File: src/rtl/rom_arbiter.sv
// Round-robin arbiter sharing one synchronous ROM read port between requesters.
// A tag pipeline matched to the ROM latency routes each word back to its issuer.
module rom_arbiter #(
    parameter int N_REQ       = 2,
    parameter int ADDR_W      = 8,
    parameter int DATA_W      = 16,
    parameter int ROM_LATENCY = 1
) (
    input  logic                    clk,
    input  logic                    rst,
    input  logic [N_REQ-1:0]        req,
    input  logic [N_REQ*ADDR_W-1:0] addr,
    input  logic                    freeze,
    input  logic [DATA_W-1:0]       rom_value,
    output logic [ADDR_W-1:0]       rom_address,
    output logic [N_REQ-1:0]        gnt,
    output logic [N_REQ-1:0]        rsp_valid,
    output logic [N_REQ*DATA_W-1:0] rsp_data,
    output logic                    busy
);

    localparam int ID_W = (N_REQ > 1) ? $clog2(N_REQ) : 1;

    logic [ID_W-1:0]        last;
    logic [ID_W-1:0]        win;
    logic                   found;
    logic                   grant;
    logic                   busy_next;
    logic [ROM_LATENCY-1:0] tag_v;
    logic [ID_W-1:0]        tag_id [ROM_LATENCY];

    // Two passes: indices above the last winner first, then wrap around.
    always_comb begin
        found = 1'b0;
        win   = '0;
        for (int i = 0; i < N_REQ; i++) begin
            if (!found && req[i] && ID_W'(i) > last) begin
                found = 1'b1;
                win   = ID_W'(i);
            end
        end
        for (int i = 0; i < N_REQ; i++) begin
            if (!found && req[i] && ID_W'(i) <= last) begin
                found = 1'b1;
                win   = ID_W'(i);
            end
        end
    end

    assign grant = found && !freeze;

    // The output-stage tag is delivered this edge, so it does not count.
    always_comb begin
        busy_next = grant;
        for (int k = 0; k < ROM_LATENCY - 1; k++) begin
            busy_next = busy_next | tag_v[k];
        end
    end

    always_ff @(posedge clk) begin
        if (rst) begin
            rom_address <= '0;
            gnt         <= '0;
            rsp_valid   <= '0;
            rsp_data    <= '0;
            busy        <= 1'b0;
            last        <= ID_W'(N_REQ - 1);
            tag_v       <= '0;
            for (int k = 0; k < ROM_LATENCY; k++) begin
                tag_id[k] <= '0;
            end
        end else begin
            gnt       <= '0;
            rsp_valid <= '0;
            busy      <= busy_next;
            if (grant) begin
                last <= win;
                for (int i = 0; i < N_REQ; i++) begin
                    if (win == ID_W'(i)) begin
                        gnt[i]      <= 1'b1;
                        rom_address <= addr[i*ADDR_W +: ADDR_W];
                    end
                end
            end
            tag_v[0]  <= grant;
            tag_id[0] <= win;
            for (int k = 1; k < ROM_LATENCY; k++) begin
                tag_v[k]  <= tag_v[k-1];
                tag_id[k] <= tag_id[k-1];
            end
            if (tag_v[ROM_LATENCY-1]) begin
                for (int i = 0; i < N_REQ; i++) begin
                    if (tag_id[ROM_LATENCY-1] == ID_W'(i)) begin
                        rsp_valid[i]                 <= 1'b1;
                        rsp_data[i*DATA_W +: DATA_W] <= rom_value;
                    end
                end
            end
        end
    end

endmodule

File: config.mk
export PLATFORM = sky130hd
export DESIGN_NAME = rom_arbiter
export DESIGN_NICKNAME = d
export VERILOG_FILES = /design/src/rtl/rom_arbiter.sv
export SDC_FILE = /design/constraint.sdc
export NUM_CORES = 1
export LEC_CHECK = 0
export ABC_CLOCK_PERIOD_IN_PS = 2050
export CAP_MARGIN = 10
export CORE_MARGIN = 3
export CORE_UTILIZATION = 42
export CTS_BUF_LIST = sky130_fd_sc_hd__clkbuf_4 sky130_fd_sc_hd__clkbuf_8 sky130_fd_sc_hd__clkbuf_16
export DETAILED_ROUTE_END_ITERATION = 8
export GPL_TIMING_DRIVEN = 0
export PLACE_DENSITY = 0.86
export SLEW_MARGIN = 40
export SYNTH_ARGS = -nofsm -noshare
export SYNTH_HDL_FRONTEND = slang
export SYNTH_SLANG_ARGS = --single-unit
export TNS_END_PERCENT = 5
File: constraint.sdc
create_clock -name clk -period 2.05 [get_ports clk]
set_clock_uncertainty 0.2 [all_clocks]
set_input_delay 0.5125 -clock clk [delete_from_list [all_inputs] [get_ports clk]]
set_output_delay 0.5125 -clock clk [all_outputs]
set_load 0.1 [all_outputs]
==> flow_summary.html <==
<table>
<tr><th>Metric</th><th>Value</th></tr>
<tr><th colspan="2">Status</th></tr>
<tr><td>Outcome</td><td>finished clean</td></tr>
<tr><th colspan="2">Power and ir drop</th></tr>
<tr><td>Leakage dissipation</td><td>0.00107 µW</td></tr>
<tr><td>Switching power</td><td>638 µW</td></tr>
<tr><td>Internal power component</td><td>1550 µW</td></tr>
<tr><td>Power Dens Cells</td><td>900 nW/µm²</td></tr>
<tr><td>Peak VDD IR</td><td>0.383 mV</td></tr>
<tr><td>Sw Ratio</td><td>0.292</td></tr>
<tr><td>Share of total power in sequential cells</td><td>0.440</td></tr>
<tr><td>Relative contribution of combinational cells to total power</td><td>0.198</td></tr>
<tr><td>Overall power after layout</td><td>2190 µW</td></tr>
<tr><td>Part of the power in the clock network</td><td>0.362</td></tr>
<tr><th colspan="2">Global routing</th></tr>
<tr><td>GR met3 Demand/Resource</td><td>0.0502</td></tr>
<tr><td>Pin count of the biggest net entering global routing</td><td>16</td></tr>
<tr><td>Global-route wire length before repair</td><td>6350 µm</td></tr>
<tr><td>Most Crowded Layer GR</td><td>met2</td></tr>
<tr><td>Number of global-route vias before repair</td><td>1430</td></tr>
<tr><td>Met1 usage</td><td>0.217</td></tr>
<tr><td>Global-route congestion overflow total</td><td>0</td></tr>
<tr><td>Gr usage total</td><td>0.180</td></tr>
<tr><td>Routing usage on met2</td><td>0.302</td></tr>
<tr><td>Initial antenna violation count</td><td>0</td></tr>
<tr><th colspan="2">Setup path</th></tr>
<tr><td>Worst Reg2Reg Path Length in Cells</td><td>4</td></tr>
<tr><td>Cell breakdown of the critical path</td><td>clkdlybuf4s50_1 -&gt; a21boi_4 -&gt; mux2_1 -&gt; a22o_1</td></tr>
<tr><td>Worst endpoint required time</td><td>2.05 ns</td></tr>
<tr><td>Startpoint class of the critical path</td><td>primary input</td></tr>
<tr><td>Largest delay contributor family on the critical path</td><td>buffers and inverters</td></tr>
<tr><td>WP buf/inv</td><td>1</td></tr>
<tr><td>Classification of the worst setup path</td><td>in -&gt; reg</td></tr>
<tr><td>WP data arrival</td><td>1.90 ns</td></tr>
<tr><td>Critical Path Max Stage Delay</td><td>0.54 ns</td></tr>
<tr><td>Worst setup path startpoint</td><td>req[1]</td></tr>
<tr><td>WP depth</td><td>4</td></tr>
<tr><td>Worst-path maximum fanout</td><td>10</td></tr>
<tr><td>Reg-to-reg critical path startpoint</td><td>tag_v</td></tr>
<tr><td>Worst-path cell with the longest stage delay</td><td>clkdlybuf4s50_1</td></tr>
<tr><td>Terminus of the critical flop-to-flop path</td><td>rsp_data[31]</td></tr>
<tr><td>Register-to-register setup slack</td><td>0.51 ns</td></tr>
<tr><td>Capture point of the worst path</td><td>rom_address[6]</td></tr>
<tr><td>Capturing element type of the critical path</td><td>register</td></tr>
<tr><th colspan="2">Clocking</th></tr>
<tr><td>Number of gates resized after cts</td><td>0</td></tr>
<tr><td>Clock insertion delay at the later pin of the skew report</td><td>0.29 ns</td></tr>
<tr><td>Root Driver</td><td>clkbuf_8</td></tr>
<tr><td>Number of buffers created by CTS</td><td>5</td></tr>
<tr><td>H-tree levels</td><td>2</td></tr>
<tr><td>Number of hold buffers added after CTS</td><td>0</td></tr>
<tr><td>Clock transition at the register clock pins on the worst setup and hold paths after CTS</td><td>0.08 ns</td></tr>
<tr><td>Count of clock tree sinks</td><td>47</td></tr>
<tr><td>Number of setup buffers added after CTS</td><td>0</td></tr>
<tr><td>TritonCTS clock tree</td><td>built</td></tr>
<tr><td>Maximum count of clock buffers along a single path</td><td>2</td></tr>
<tr><th colspan="2">Routing</th></tr>
<tr><td>Routed via count divided by cell count</td><td>4.87</td></tr>
<tr><td>Routed wire per std cell</td><td>12.8 µm</td></tr>
<tr><td>Drt initial violations</td><td>117</td></tr>
<tr><td>Post-detailed-routing wire length</td><td>4160 µm</td></tr>
<tr><td>Antenna viol nets, final</td><td>0</td></tr>
<tr><td>Drt first pass iters</td><td>4</td></tr>
<tr><td>DRC violation count after routing</td><td>0</td></tr>
<tr><td>Total number of vias</td><td>1582</td></tr>
<tr><th colspan="2">Synthesis</th></tr>
<tr><td>Mapped Area</td><td>1640 µm²</td></tr>
<tr><td>Post-synthesis sequential area ratio</td><td>0.573</td></tr>
<tr><td>Number of distinct library cells after synthesis</td><td>21</td></tr>
<tr><td>Synth Net Count</td><td>225</td></tr>
<tr><td>Number of synthesized register bits</td><td>47</td></tr>
<tr><td>Average cell area after synthesis</td><td>8.73 µm²</td></tr>
<tr><td>Synthesized instance count</td><td>188</td></tr>
<tr><td>Count of synthesis-stage warnings from yosys</td><td>0</td></tr>
<tr><th colspan="2">Place</th></tr>
<tr><td>Final weighted congestion of routability-driven global placement</td><td>0.711</td></tr>
<tr><td>Port Buffers</td><td>81</td></tr>
<tr><td>Post-DP HPWL</td><td>3050 µm</td></tr>
<tr><th colspan="2">Floorplanning</th></tr>
<tr><td>Die area</td><td>4690 µm²</td></tr>
<tr><td>Count of boundary I/O pins</td><td>82</td></tr>
<tr><td>Chip width</td><td>68.5 µm</td></tr>
<tr><td>Height of the die</td><td>68.5 µm</td></tr>
<tr><td>Core ar.</td><td>3720 µm²</td></tr>
<tr><td>Effective utilization at floorplan</td><td>0.442</td></tr>
<tr><td>Row cnt</td><td>22</td></tr>
<tr><th colspan="2">Timing</th></tr>
<tr><td>Setup repair after global routing missed its margin</td><td>no</td></tr>
<tr><td>Maximum achievable frequency</td><td>524 MHz</td></tr>
<tr><td>Hold violation count in the final report</td><td>0</td></tr>
<tr><td>Slew headroom</td><td>0.666</td></tr>
<tr><td>Slew at the pin with the worst max-slew slack</td><td>0.504 ns</td></tr>
<tr><td>Final max-slew violation count</td><td>0</td></tr>
<tr><td>Period minus WS final</td><td>1.91 ns</td></tr>
<tr><td>Fraction of the cycle the final worst path needs</td><td>0.931</td></tr>
<tr><td>Final-report setup violation count</td><td>0</td></tr>
<tr><td>Setup TNS Final</td><td>0 ns</td></tr>
<tr><th colspan="2">Finish</th></tr>
<tr><td>Synthesis-to-finish area growth</td><td>48.1%</td></tr>
<tr><td>Most common cell after layout, fill and taps aside</td><td>nand2_1</td></tr>
<tr><td>Total Nets Final</td><td>313</td></tr>
<tr><td>Share of layout cells above drive strength 1</td><td>0.235</td></tr>
<tr><td>Commonest cells after routing, fill and taps aside</td><td>nand2_1, buf_2, dfxtp_1, clkdlybuf4s50_1, a21oi_1</td></tr>
<tr><td># diodes</td><td>0</td></tr>
<tr><th colspan="2">Worst hold path</th></tr>
<tr><td>Worst hold path class</td><td>reg -&gt; reg</td></tr>
<tr><th colspan="2">Job</th></tr>
<tr><td>Max cap viols</td><td>0</td></tr>
</table>
[logic make-up after synthesis]
group,Yosys count,share of synthesized area
AOI/OAI and AO/OA,43,0.163
buffers and inverters,12,0.0373
DFF,47,0.573
muxes,1,0.00686
and+or+nand+nor,85,0.220
[power by group through the flow]
| stage | clock network [µW] | logic [µW] | registers (µW) |
|---|---|---|---|
| floorplan | 0 | 73.5 | 1220 |
| global placement | 0 | 459 | 985 |
| detailed placement | 0 | 433 | 985 |
| CTS | 814 | 433 | 964 |
| global route | 835 | 452 | 969 |
| finish | 792 | 433 | 964 |
[cell type report]
type | instances | area, µm²
clock buffers | 5 | 68.8
flip-flops and latches | 47 | 941
repair buffers | 81 | 586
fillers | 315 | 1280
well taps | 48 | 60.1
clock inverters | 3 | 67.6
multi-input cells | 129 | 647
plain buffers | 12 | 61.3
[through the flow]
step / utilization / hold slack, ns / area (µm²) / setup WS [ns] / cells
2_1_floorplan: - / 0.281 / 1640 / 0.0348 / 188
3_3_place_gp: 0.676 / 0.241 / 2510 / -0.240 / 317
3_5_place_dp: 0.615 / 0.244 / 2290 / -0.265 / 317
4_1_cts: 0.652 / 0.256 / 2420 / 0.0640 / 325
5_1_grt: 0.654 / 0.271 / 2430 / 0.0771 / 325
6_report: 0.654 / 0.255 / 2430 / 0.142 / 325
[cells in the mapped netlist, drive strengths merged]
cell / instances / share of area
a21oi: 32 / 0.098
mux2: 1 / 0.0069
clkbuf: 3 / 0.0084
nor2: 5 / 0.014
o21a: 1 / 0.0046
o21ba: 1 / 0.0061
and3: 8 / 0.030
nand2: 65 / 0.15
nand2b: 2 / 0.0076
dfxtp: 47 / 0.57
a22o: 1 / 0.0053
a21boi: 1 / 0.0069
nor2b: 2 / 0.0076
nor3: 1 / 0.0030
buf: 9 / 0.029
and2: 2 / 0.0076
a221o: 7 / 0.043
[layer usage]
metal | up-vias | part of all wire
met5 | - | 0
met4 | 0 | 0.0075
met3 | 4 | 0.091
met2 | 63 | 0.47
met1 | 714 | 0.43
li1 | 801 | -
[worst reg2reg max path, delay by kind of cell (launching register included)]
kind	cells	cell delay (ns)
compound gates	1	0.15
flops	1	0.34
simple gates	2	0.35
buf+inv	1	0.43
[state kept, by name, summed over array words and instances (netlist names)]
name	count
gnt	2
last	1
rom_address	8
rsp_data	32
rsp_valid	2
tag_id	1
tag_v	1
[worst min path at each step]
stage	start	endpoint	slack, ns	cells after the start
final	rsp_data[22]	rsp_data[22]	0.26	2
after CTS	rsp_data[30]	rsp_data[30]	0.26	2
after floorplan	last	last	0.28	2
after global routing	rsp_data[4]	rsp_data[4]	0.27	2
after global placement	rsp_data[23]	rsp_data[23]	0.24	2
after detailed placement	rsp_data[30]	rsp_data[30]	0.24	2
Power figures use the tool's default switching activity.
